### src/rtl/rwc_chal_seq.sv
// rwc_chal_seq: challenge sequencer and majority voter placed in front of the
// read-write-collision generator. A seeded Galois LFSR supplies each challenge,
// every challenge is replayed REPS times, and rsp_write is voted per bit into
// one response word plus a unanimity mask, handed off on a valid/ready port.
// Optional feature: define RWC_CLEAN_CHECK_EN to flag any non-zero rsp_clean
// seen in CAPTURE on the sticky clean_err output; otherwise clean_err is 0.
module rwc_chal_seq #(
   parameter int NUM_CHAL = 16,
   parameter int REPS     = 5,
   parameter int TIMEOUT  = 64
) (
   input  logic        clk,
   input  logic        w_resetn,
   input  logic        start,
   input  logic [31:0] seed,
   output logic        busy,
   output logic        done,
   output logic        err,
   output logic        clean_err,
   output logic        gen_enable,
   output logic [31:0] cha_data,
   output logic [9:0]  cha_addr,
   input  logic        gen_available,
   input  logic [31:0] rsp_write,
   input  logic [31:0] rsp_clean,
   output logic        out_valid,
   input  logic        out_ready,
   output logic [31:0] out_data,
   output logic [31:0] out_mask,
   output logic [9:0]  out_index
);

   localparam int          TW       = $clog2(TIMEOUT + 1);
   localparam logic [31:0] POLY     = 32'h8020_0003;
   localparam logic [3:0]  HALF     = 4'(REPS / 2);
   localparam logic [3:0]  REPS4    = 4'(REPS);
   localparam logic [9:0]  LAST_IDX = 10'(NUM_CHAL - 1);
   localparam logic [TW-1:0] TMO_LAST = TW'(TIMEOUT - 1);

   typedef enum logic [2:0] {
      S_IDLE,
      S_ISSUE,
      S_WAIT_LO,
      S_WAIT_HI,
      S_CAPTURE,
      S_EMIT,
      S_FIN
   } state_t;

   state_t        state_reg;
   logic [31:0]   lfsr_reg;
   logic [9:0]    idx_reg;
   logic [3:0]    rep_reg;
   logic [TW-1:0] tmo_reg;

   logic          busy_reg;
   logic          done_reg;
   logic          err_reg;
   logic          clean_err_reg;
   logic          gen_enable_reg;
   logic [31:0]   cha_data_reg;
   logic [9:0]    cha_addr_reg;
   logic          out_valid_reg;
   logic [31:0]   out_data_reg;
   logic [31:0]   out_mask_reg;
   logic [9:0]    out_index_reg;

   logic [31:0]   lfsr_next;
   logic [31:0]   seed_eff;
   logic [3:0]    rep_next;
   logic          start_accept;
   logic          hs;
   logic          cnt_clr;
   logic          cnt_add;
   logic [31:0]   vote_bit;
   logic [31:0]   stable_bit;

   // Galois step and seed fix-up (an all-zero state would lock the LFSR)
   assign lfsr_next    = (lfsr_reg >> 1) ^ (lfsr_reg[0] ? POLY : 32'd0);
   assign seed_eff     = (seed == 32'd0) ? 32'd1 : seed;
   assign rep_next     = rep_reg + 4'd1;
   assign start_accept = (state_reg == S_IDLE) && start;
   assign hs           = out_valid_reg && out_ready;
   assign cnt_clr      = start_accept || hs;
   assign cnt_add      = (state_reg == S_CAPTURE);

   // Per-bit vote counters; the vote and mask look at the count including the
   // response being captured so the last repetition lands in EMIT directly.
   generate
      for (genvar gi = 0; gi < 32; gi++) begin : g_bit
         logic [3:0] cnt_reg;
         logic [3:0] cnt_sum;

         assign cnt_sum        = cnt_reg + {3'b000, rsp_write[gi]};
         assign vote_bit[gi]   = (cnt_sum > HALF);
         assign stable_bit[gi] = (cnt_sum == 4'd0) || (cnt_sum == REPS4);

         // Accumulate this bit's ones across the repetitions of a challenge
         always_ff @(posedge clk) begin
            if (!w_resetn || cnt_clr)
               cnt_reg <= 4'd0;
            else if (cnt_add)
               cnt_reg <= cnt_sum;
         end
      end
   endgenerate

   // Main sequencer: issue, handshake with the generator, capture, emit
   always_ff @(posedge clk) begin
      if (!w_resetn) begin
         state_reg      <= S_IDLE;
         lfsr_reg       <= 32'd1;
         idx_reg        <= 10'd0;
         rep_reg        <= 4'd0;
         tmo_reg        <= '0;
         busy_reg       <= 1'b0;
         done_reg       <= 1'b0;
         err_reg        <= 1'b0;
         clean_err_reg  <= 1'b0;
         gen_enable_reg <= 1'b0;
         cha_data_reg   <= 32'd0;
         cha_addr_reg   <= 10'd0;
         out_valid_reg  <= 1'b0;
         out_data_reg   <= 32'd0;
         out_mask_reg   <= 32'd0;
         out_index_reg  <= 10'd0;
      end else begin
         gen_enable_reg <= 1'b0;
         done_reg       <= 1'b0;
         case (state_reg)
            S_IDLE: begin
               if (start) begin
                  lfsr_reg       <= seed_eff;
                  cha_data_reg   <= seed_eff;
                  cha_addr_reg   <= seed_eff[9:0];
                  idx_reg        <= 10'd0;
                  rep_reg        <= 4'd0;
                  err_reg        <= 1'b0;
                  clean_err_reg  <= 1'b0;
                  busy_reg       <= 1'b1;
                  gen_enable_reg <= 1'b1;
                  state_reg      <= S_ISSUE;
               end
            end
            S_ISSUE: begin
               tmo_reg   <= '0;
               state_reg <= S_WAIT_LO;
            end
            S_WAIT_LO: begin
               if (!gen_available) begin
                  tmo_reg   <= '0;
                  state_reg <= S_WAIT_HI;
               end else if (tmo_reg == TMO_LAST) begin
                  err_reg   <= 1'b1;
                  done_reg  <= 1'b1;
                  state_reg <= S_FIN;
               end else begin
                  tmo_reg <= tmo_reg + 1'b1;
               end
            end
            S_WAIT_HI: begin
               if (gen_available) begin
                  state_reg <= S_CAPTURE;
               end else if (tmo_reg == TMO_LAST) begin
                  err_reg   <= 1'b1;
                  done_reg  <= 1'b1;
                  state_reg <= S_FIN;
               end else begin
                  tmo_reg <= tmo_reg + 1'b1;
               end
            end
            S_CAPTURE: begin
               rep_reg <= rep_next;
`ifdef RWC_CLEAN_CHECK_EN
               if (rsp_clean != 32'd0)
                  clean_err_reg <= 1'b1;
`endif
               if (rep_next == REPS4) begin
                  out_valid_reg <= 1'b1;
                  out_data_reg  <= vote_bit;
                  out_mask_reg  <= stable_bit;
                  out_index_reg <= idx_reg;
                  state_reg     <= S_EMIT;
               end else begin
                  gen_enable_reg <= 1'b1;
                  state_reg      <= S_ISSUE;
               end
            end
            S_EMIT: begin
               if (out_ready) begin
                  out_valid_reg <= 1'b0;
                  rep_reg       <= 4'd0;
                  lfsr_reg      <= lfsr_next;
                  cha_data_reg  <= lfsr_next;
                  cha_addr_reg  <= lfsr_next[9:0];
                  idx_reg       <= idx_reg + 10'd1;
                  if (idx_reg == LAST_IDX) begin
                     done_reg  <= 1'b1;
                     state_reg <= S_FIN;
                  end else begin
                     gen_enable_reg <= 1'b1;
                     state_reg      <= S_ISSUE;
                  end
               end
            end
            S_FIN: begin
               busy_reg  <= 1'b0;
               state_reg <= S_IDLE;
            end
            default: state_reg <= S_IDLE;
         endcase
      end
   end

`ifndef RWC_CLEAN_CHECK_EN
   // Clear-phase response is not inspected in this build
   logic unused_clean;
   assign unused_clean = ^rsp_clean;
`endif

   assign busy       = busy_reg;
   assign done       = done_reg;
   assign err        = err_reg;
   assign clean_err  = clean_err_reg;
   assign gen_enable = gen_enable_reg;
   assign cha_data   = cha_data_reg;
   assign cha_addr   = cha_addr_reg;
   assign out_valid  = out_valid_reg;
   assign out_data   = out_data_reg;
   assign out_mask   = out_mask_reg;
   assign out_index  = out_index_reg;

endmodule

### config.mk
export PLATFORM = sky130hd
export DESIGN_NAME = rwc_chal_seq
export DESIGN_NICKNAME = d
export VERILOG_FILES = /design/src/rtl/rwc_chal_seq.sv
export SDC_FILE = /design/constraint.sdc
export NUM_CORES = 1
export LEC_CHECK = 0
export ABC_AREA = 1
export CAP_MARGIN = 20
export CORE_ASPECT_RATIO = 1.2
export CORE_MARGIN = 5
export CORE_UTILIZATION = 55
export CTS_BUF_LIST = sky130_fd_sc_hd__clkbuf_2 sky130_fd_sc_hd__clkbuf_4 sky130_fd_sc_hd__clkbuf_8
export CTS_CLUSTER_SIZE = 20
export DETAILED_ROUTE_END_ITERATION = 8
export PLACE_DENSITY_LB_ADDON = 0.3
export SLEW_MARGIN = 20
export SYNTH_ARGS = -nofsm -noshare
export SYNTH_HDL_FRONTEND = slang
export SYNTH_SLANG_ARGS = --single-unit
### constraint.sdc
create_clock -name clk -period 1.9 [get_ports clk]
set_input_delay 0.19 -clock clk [delete_from_list [all_inputs] [get_ports clk]]
set_output_delay 0.19 -clock clk [all_outputs]
set_load 0.005 [all_outputs]
==> out/qor.yml, run 1 <==
cts_sinks: 264
setup_viol: 0
max_freq_ghz: 0.547
peakVddDrop_uv: 518
clockBufferDepth: 3
startpoint_type: "flop"
htree_levels: 2
endpoint_kind: "flop"
fp.dieW_um: 147
clkTransAtPathRegs_ns: 0.06
drc: 0
areaGrowthSynthToFinish_pct: 24.5
async_reset_ff_share_pct: 0
grt_pass1_vias: 10600
fin_crit_ns: 1.83
critPathArrivalTime_ns: 2.27
io_pins: 223
grt_pass1_wl_mm: 49.5
drive_above_1_share_pct: 8.34
fin_skew_ns: 0.00950
worstSetupPathType: "flop to flop"
cp_max_fo: 51
clock_tree.root_cell: "clkbuf_8"
synth_seq_area_share_pct: 42.6
final_common_cell: "a21oi_1"
yosys-top-cells-area: "dfxtp_1 (43%), a21oi_1 (12%), nand2_1 (8.5%)"
cts_tree: "yes"
globalRouteOverflowTotal: 0
finalNetCount: 1898
cp.required_ns: 2.35
synthCells: 1581
place_ws_ns: 0.0135
diodes: 0
p_per_area_nw_per_um2: 789
worst_slew_pin_slew_ns: 0.653
yosysUniqueCellTypes: 35
drt_first_pass_iters: 5
place.gp.congestion: 0.808
cellLeakagePower_nw: 6.16
vias: 11100
largest_register_ffs: 128
routed_via_density: 5.46
ys_warn_count: 0
synth_largest_area_cell: "dfxtp_1"
post_synth_instance_area_um2: 12400
core-area_um2: 22300
wl_per_cell_um: 15.2
antenna_found_initial: 0
fill_cells: 1823
clk_latency_ns: 0.53
cap_violations: 0
slew_headroom_pct: 56.4
antenna_left: 0
grt_use_total_pct: 22.4
grt_max_degree: 83
drt-total-wl_mm: 31.0
fin_ws_ns: 0.0731
portBuffers: 189
fin_cells: 2041
synth_edf_count: 0
final_cell_mix: "a21oi_1 (297), nand2_1 (277), dfxtp_1 (262)"
cts_buffers: 43
row_count: 60
die_h_um: 175
drt_iter0_drc: 628
place_inst: 1953
syn_nets: 1750
hold_violations: 0
hold_class: "input port to flop"
synth.avg_cell_area_um2: 7.85
ys.flop_type: "dfxtp_1"
cts_hold_buffers: 0
dpl.hpwl_mm: 20.0
status: "finished clean"
timing.final.max_slew_violations: 0
die-area_um2: 25700
r2r_slack_ns: 0.07
finalCritPeriodShare_pct: 96.2
synth_top_area_share_pct: 42.6
start_util_pct: 55.6
synth.ff_latch_count: 264
## metal layers
layer | wire (um) | global-route usage (%) | vias up
li1 | - | - | 5602
met1 | 13200 | 27.9 | 5158
met2 | 15000 | 38.3 | 318
met3 | 2050 | 5.53 | 61
met4 | 700 | 6.57 | 0
met5 | 0 | 0 | -
## worst max-delay path: stages, from the launching register on
cell and delay (ns):
dfxtp_1 0.48, nor2_2 0.13, nand2_1 0.12, inv_2 0.06, nand2_4 0.08, nand2_2 0.08, a21oi_4 0.24, clkinv_2 0.15
buf_12 0.21, a21oi_1 0.16
## where the power goes
group	switching, W	total [W]	internal (W)
registers	0.000114	0.00577	0.00566
clock network	0.00221	0.00516	0.00295
logic	0.000642	0.00125	0.000612
total	0.00296	0.0122	0.00923
## through the flow
stage               hold slack [ns]  cell area [um2]  TNS, ns  utilization, %  total power [W]
global route                 0.0779            15400   -0.395            69.3           0.0127
global placement              0.442            14300        0            64.1          0.00710
floorplan                     0.337            12400        0               -          0.00665
CTS                          0.0694            15200        0            68.3           0.0123
detailed placement            0.457            14300        0            64.1          0.00713
finish                        0.102            15400        0            69.3           0.0122
## layout make-up
cell class | count | area [um2] | area share [%]
Multi-Input combinational cell | 1144 | 6270 | 40.6
Sequential cell | 264 | 5290 | 34.3
Timing Repair Buffer | 226 | 2420 | 15.7
Clock buffer | 71 | 890 | 5.76
Tap cell | 279 | 349 | 2.26
Inverter | 50 | 191 | 1.24
Clock inverter | 7 | 35.0 | 0.227
## cells by family after synthesis
group / synth area share, %
AO/OA/AOI/OAI: 19.2
adder cells (fa/ha/maj): 6.86
XOR/XNOR: 6.92
other: 0.0302
buffers and inverters: 7.13
AND/OR/NAND/NOR: 17.3
flip-flops: 42.6
## path summary, 6_finish.rpt
| kind | from | to | depth (start not counted) |
|---|---|---|---|
| setup / recovery | state_reg[0] | g_bit[14].cnt_reg[0] | 9 |
| hold / removal | w_resetn | err | 4 |
| setup reg to reg | state_reg[0] | g_bit[14].cnt_reg[0] | 9 |
| hold reg to reg | g_bit[13].cnt_reg[0] | g_bit[13].cnt_reg[0] | 2 |
## Yosys cell counts (4+ instances only)
library cell,number
nand3_1,58
nand2_1,280
buf_4,47
inv_1,45
a21oi_2,10
nand4_1,6
a31oi_1,4
dfxtp_1,264
o21ai_0,140
clkbuf_1,33
xor2_1,66
a21oi_1,297
nand3b_1,22
nor3_1,7
inv_2,5
nor2_1,136
buf_1,6
xnor2_1,32
ha_1,68
buf_2,34
## what timing repair did
action | in CTS | in global routing
gates resized for setup | 0 | 12
endpoints found under the setup margin | 0 | 94
setup buffers | 0 | 5
(Power assumes the default switching activity.)
==> inputs of run 2 (changes only) <==
--- a/config.mk
+++ b/config.mk
@@ -9,10 +9,11 @@
 export CAP_MARGIN = 20
 export CORE_ASPECT_RATIO = 1.2
 export CORE_MARGIN = 5
-export CORE_UTILIZATION = 55
+export CORE_UTILIZATION = 65
 export CTS_BUF_LIST = sky130_fd_sc_hd__clkbuf_2 sky130_fd_sc_hd__clkbuf_4 sky130_fd_sc_hd__clkbuf_8
 export CTS_CLUSTER_SIZE = 20
 export DETAILED_ROUTE_END_ITERATION = 8
+export DONT_BUFFER_PORTS = 1
 export PLACE_DENSITY_LB_ADDON = 0.3
 export SLEW_MARGIN = 20
 export SYNTH_ARGS = -nofsm -noshare
==> run 2 against run 1 <==
  * Fmax up 1.1%
  * Routed wire length fell by 1.8%
  * Sequential cell count unchanged
  * Cell count shrank 9.4%
  * Clock power up 0.8%
  * Setup slack improved by 0.019 ns
  * Critical path type unchanged
==> out/qor.yml, run 2 (synthesis gave the netlist of run 1 again) <==
status: "finished clean"
cts_tree: "yes"
portBuffers: 0  # -100%
worstHoldEndpoint: "g_bit[4].cnt_reg[0]"
dpl.hpwl_mm: 18.9  # -5.1%
hold_violations: 0  # unchanged
diodes: 0  # unchanged
setup_viol: 0  # unchanged
grt_use_total_pct: 26.5  # +4.1 points
clockBufferDepth: 3  # unchanged
finalCritPeriodShare_pct: 95.2  # -1.0 points
grt_max_degree: 111  # +34%
antenna_left: 0  # unchanged
drt_iter0_drc: 533  # -15%
fin_crit_ns: 1.81  # -0.0190 ns
startpoint_type: "flop"
antenna_found_initial: 1  # +1
fin_cells: 1849  # -9.4%
final_common_cell: "a21oi_1"
start_util_pct: 65.8  # +10 points
cellLeakagePower_nw: 5.53  # -10%
routed_via_density: 5.73  # +4.9%
final_cell_mix: "a21oi_1 (297), nand2_1 (279), dfxtp_1 (262)"
endpoint_kind: "flop"
drt_first_pass_iters: 6  # +1
cap_violations: 0  # unchanged
fp.dieW_um: 136  # -7.5%
globalRouteOverflowTotal: 0  # unchanged
place.gp.congestion: 0.899  # +11%
hold_path_depth: 3  # -1
worstSetupPathType: "flop to flop"
areaGrowthSynthToFinish_pct: 10.6
reg2reg_depth: 9  # unchanged
wl_per_cell_um: 16.4  # +8.4%
cts_sinks: 264  # unchanged
crit_start: "rep_reg[0]"
timing.final.max_slew_violations: 0  # unchanged
r2r_slack_ns: 0.09  # +0.02 ns
drive_above_1_share_pct: 7.97  # -0.37 points
die_h_um: 161  # -7.6%
critPathArrivalTime_ns: 2.27  # about the same
cts_buffers: 41  # -4.7%
worst_slew_pin_slew_ns: 0.574  # -0.0795 ns
fill_cells: 1427  # -22%
place_inst: 1738  # -11%
clk_latency_ns: 0.55  # +0.02 ns
slew_headroom_pct: 61.7  # +5.3 points
cp.required_ns: 2.36  # about the same
htree_levels: 2  # unchanged
clock_tree.root_cell: "clkbuf_8"
vias: 10600  # -5.0%
fin_util_pct: 72.8  # +3.5 points
clkTransAtPathRegs_ns: 0.06  # about the same
largest_register_ffs: 128  # unchanged
io_pins: 223  # unchanged
hold_slack_ns: 0.0333  # -0.0684 ns
grt_pass1_vias: 10300  # -2.8%
finalNetCount: 1734  # -8.6%
total_power_w: 0.0119  # -2.3%
rsz0062_at_grt: "yes"
p_per_area_nw_per_um2: 868  # +10%
hold_class: "input port to flop"
fin_skew_ns: 0.0220  # +0.0125 ns
min-delay-start: "rsp_write[4]"
cp_max_fo: 54  # +5.9%
peakVddDrop_uv: 671  # +30%
row_count: 55  # -8.3%
drc: 0  # unchanged
grt_pass1_wl_mm: 48.9  # -1.2%
reg2reg_from: "rep_reg[0]"
core-area_um2: 18900  # -15%
worst_r2r_endpoint: "out_index[3]"
max_freq_ghz: 0.553  # +1.1%
die-area_um2: 22000  # -14%
drt-total-wl_mm: 30.4  # -1.8%
[run 2: metrics by stage]
stage          cell area (um2)  setup WS (ns)  TNS [ns]
6_report                 13700         0.0921         0
3_3_place_gp             12300          0.169         0
4_1_cts                  13600         0.0954         0
3_5_place_dp             12300          0.161         0
2_1_floorplan            12400          0.344         0
5_1_grt                  13700        -0.0138   -0.0350
[run 2: how the worst max path moves through the flow]
stage	cells past startpoint	to
floorplan	11	out_index[5]
global placement	9	idx_reg[3]
detailed placement	8	cha_data[0]
CTS	8	out_mask[9]
global route	10	out_mask[12]
finish	9	out_index[3]
[run 2: final cells by class]
cell class / count / area, um2 / share of cell area [%]
Sequential cell: 264 / 5290 / 38.6
Clock buffer: 66 / 858 / 6.26
Timing Repair Buffer: 64 / 756 / 5.51
Tap cell: 256 / 320 / 2.33
Clock inverter: 5 / 52.6 / 0.383
Inverter: 50 / 195 / 1.42
Multi-Input combinational cell: 1144 / 6250 / 45.5
[run 2: worst max-delay path, stage by stage, from the launching register on]
cell and delay (ns):
dfxtp_4 0.36, ha_1 0.21, nand2_1 0.07, nand2_1 0.07, nor2_1 0.08, nand2_1 0.10, nor2_4 0.24, buf_12 0.26
o21ai_0 0.13, a21oi_1 0.18
[run 2: layer usage]
layer,up-vias,part of all wire (%),track usage [%]
li1,5258,-,-
met1,4902,39,30.4
met2,338,48,45.1
met3,87,9.3,8.75
met4,2,3.4,10.5
met5,-,0.059,0
[run 2: power by group]
part           internal (W)  switching, W  total (W)
sequential          0.00566      0.000168    0.00583
combinational      0.000325      0.000556   0.000881
clock               0.00299       0.00221    0.00520
[run 2: timing repair]
action,CTS,global route
setup buffers,0,2
resized for setup,0,9
endpoints found under the hold margin,121,0
hold buffers,36,0
endpoints found under the setup margin,0,53
==> inputs of run 3 (changes only) <==
==> constraint.sdc (replaced) <==
create_clock -name clk -period 1.9 [get_ports clk]
set_input_delay 0.57 -clock clk [delete_from_list [all_inputs] [get_ports clk]]
set_output_delay 0.57 -clock clk [all_outputs]
set_load 0.005 [all_outputs]
==> run 3 against run 2 <==
  * Total power is 4.1% lower
  * First-iteration DRC count up 3.4%
  * Routed wire length shrank 3.9%
  * Register-to-register slack improved by 0.05 ns
  * Sequential power hardly changed
  * Cell area shrank 3.7%
  * Hold slack improved by 0.11 ns
  * Sequential cell count unchanged
  * Clock power shrank 6.7%
  * Via count decreased by 1.7%
  * Largest cell class unchanged
  * Highest routed layer is now met4
==> out/qor.yml, run 3 (synthesis gave the netlist of run 1 again) <==
fin_crit_ns: 1.76  # -0.0485 ns
finalNetCount: 1699  # -2.0%
reg2reg_depth: 9  # unchanged
drt-total-wl_mm: 29.2  # -3.9%
p_seq_share_pct: 51.0  # +2.1 points
peakVddDrop_uv: 726  # +8.2%
worst_slew_pin_slew_ns: 0.550  # -0.0242 ns
final_cell_mix: "a21oi_1 (297), nand2_1 (279), dfxtp_1 (261)"
drt_iter0_drc: 551  # +3.4%
drt_first_pass_iters: 5  # -1
row_count: 55  # unchanged
fp.dieW_um: 136  # unchanged
fin_util_pct: 70.0  # -2.7 points
hold_path_depth: 1  # -2
clockBufferDepth: 3  # unchanged
hold_violations: 0  # unchanged
seq_area_um2: 5290  # about the same
cap_violations: 0  # unchanged
largest_register_ffs: 128  # unchanged
setup_viol: 0  # unchanged
grt_pass1_wl_mm: 47.0  # -3.9%
crit_cells: 9  # unchanged
critPathBufInv: 4  # +3
grt_pass1_vias: 9976  # -3.0%
final_common_cell: "a21oi_1"
swShare_pct: 24.3  # -0.40 points
crit_chain: "inv_1 > nand2_1 > inv_2 > nand2_4 > nand2_2 > a21oi_4 > clkinv_2 > buf_12 > a21oi_1"
areaGrowthSynthToFinish_pct: 6.46
fill_cells: 1555  # +9.0%
total_power_w: 0.0114  # -4.1%
clkTransAtPathRegs_ns: 0.06  # about the same
grt_use_total_pct: 25.4  # -1.1 points
cts_sinks: 264  # unchanged
cts_buffers: 42  # +2.4%
startpoint_type: "flop"
place.gp.congestion: 0.878  # -2.3%
diodes: 0  # unchanged
endpoint_kind: "flop"
dpl.hpwl_mm: 19.1  # +0.68%
die-area_um2: 22000  # unchanged
drc: 0  # unchanged
power.share.clock_pct: 42.5  # -1.2 points
worst_r2r_endpoint: "g_bit[0].cnt_reg[1]"
status: "finished clean"
tns_ns: 0  # unchanged
die_h_um: 161  # unchanged
cp_top_family: "buffers and inverters"
routed_via_density: 5.76  # +0.61%
drive_above_1_share_pct: 7.80  # -0.17 points
reg2reg_from: "state_reg[2]"
start_util_pct: 65.8  # unchanged
fin_skew_ns: 0.0167  # -0.00530 ns
slowest_delay_ns: 0.43  # +0.07 ns
slowest_stage: "dfxtp_1"
place_inst: 1737  # -0.058%
globalRouteOverflowTotal: 0  # unchanged
hold_class: "input port to flop"
cts_tree: "yes"
core-area_um2: 18900  # unchanged
antenna_found_initial: 0  # -1
portBuffers: 0  # unchanged
timing.final.max_slew_violations: 0  # unchanged
worstSetupPathType: "flop to flop"
clk_latency_ns: 0.54  # about the same
slew_headroom_pct: 63.3  # +1.6 points
grt_max_degree: 112  # +0.90%
io_pins: 223  # unchanged
finalCritPeriodShare_pct: 92.6  # -2.6 points
power.share.combinational_pct: 6.5  # -0.9 points
clock_tree.root_cell: "clkbuf_8"
vias: 10400  # -1.7%
cp_max_fo: 73  # +35%
critPathArrivalTime_ns: 2.21  # -0.06 ns
p_sw_w: 0.00277  # -5.7%
place_ws_ns: 0.0314  # -0.129 ns
htree_levels: 2  # unchanged
fin_cells: 1807  # -2.3%
p_per_area_nw_per_um2: 864  # -0.41%
cellLeakagePower_nw: 5.32  # -3.9%
r2r_slack_ns: 0.14  # +0.05 ns
multi_input_area_um2: 6250  # unchanged
min-delay-start: "w_resetn"
fin_ws_ns: 0.141  # +0.0485 ns
worstHoldEndpoint: "lfsr_reg[0]"
cp.required_ns: 2.35  # about the same
wl_per_cell_um: 16.2  # -1.7%
internal_power_w: 0.00865  # -3.6%
max_freq_ghz: 0.568  # +2.8%
antenna_left: 0  # unchanged
[run 3: cell types whose count changed in the layout (fill, tap and decap cells not counted), moves of 2 or more]
cell           previous run  this run
dfxtp_2                   1         3
buf_12                   10         6
clkinv_2                  5         3
clkbuf_8                 58        55
buf_4                    14        19
dlygate4sd3_1            35         0
[run 3: worst max path at each step]
| stage | startpoint | endpoint | slack [ns] |
|---|---|---|---|
| finish | state_reg[2] | g_bit[0].cnt_reg[1] | 0.14 |
| global route | rep_reg[0] | out_data[30] | -0.008 |
| CTS | state_reg[0] | g_bit[20].cnt_reg[3] | 0.06 |
| detailed placement | rsp_write[1] | out_mask[1] | 0.03 |
| global placement | rsp_write[1] | out_mask[1] | 0.14 |
| floorplan | rsp_write[14] | out_mask[14] | 0.26 |
[run 3: what timing repair did]
item                       4_1_cts  5_1_grt
resized for setup                0        7
buffers inserted                 0        3
setup endpoints to repair        0      100
hold buffers                     0        0
[run 3: area by class of cell]
type                       instances  area share [%]
multi-input combinational       1144            47.3
sequential                       264            40.1
clock buffer                      64            6.24
timing repair buffer              28            2.45
tap                              256            2.43
inverter                          50            1.48
clock inverter                     1          0.0379
[run 3: stage by stage]
step,instance area [um2],hold WS (ns)
after floorplan,12400,0.429
after global placement,12300,0.439
after detailed placement,12300,0.446
after CTS,13100,0.109
after global routing,13200,0.122
final,13200,0.147
[run 3: worst reg2reg max path, cell delays in order (launching register included)]
cell and delay [ns]:
dfxtp_1 0.43, inv_1 0.11, nand2_1 0.11, inv_2 0.06
nand2_4 0.08, nand2_2 0.09, a21oi_4 0.22, clkinv_2 0.12
buf_12 0.23, a21oi_1 0.20
[run 3: power groups by stage]
| stage | registers, W | logic [W] | clock network, W |
|---|---|---|---|
| after global routing | 0.00583 | 0.000846 | 0.00517 |
| final | 0.00582 | 0.000745 | 0.00485 |
| after CTS | 0.00582 | 0.000738 | 0.00493 |
| after global placement | 0.00594 | 0.000713 | 0 |
| after floorplan | 0.00586 | 0.000784 | 0 |
| after detailed placement | 0.00594 | 0.000734 | 0 |
[run 3: layer usage]
| layer | part of all wire (%) | routed length [um] | GRT usage, % | up-vias |
|---|---|---|---|---|
| met4 | 2.3 | 667 | 8.34 | 0 |
| met2 | 49 | 14300 | 44.3 | 334 |
| met1 | 40 | 11600 | 29.7 | 4854 |
| met3 | 9.2 | 2700 | 7.45 | 53 |
| met5 | 0 | 0 | 0 | - |
| li1 | - | - | - | 5169 |
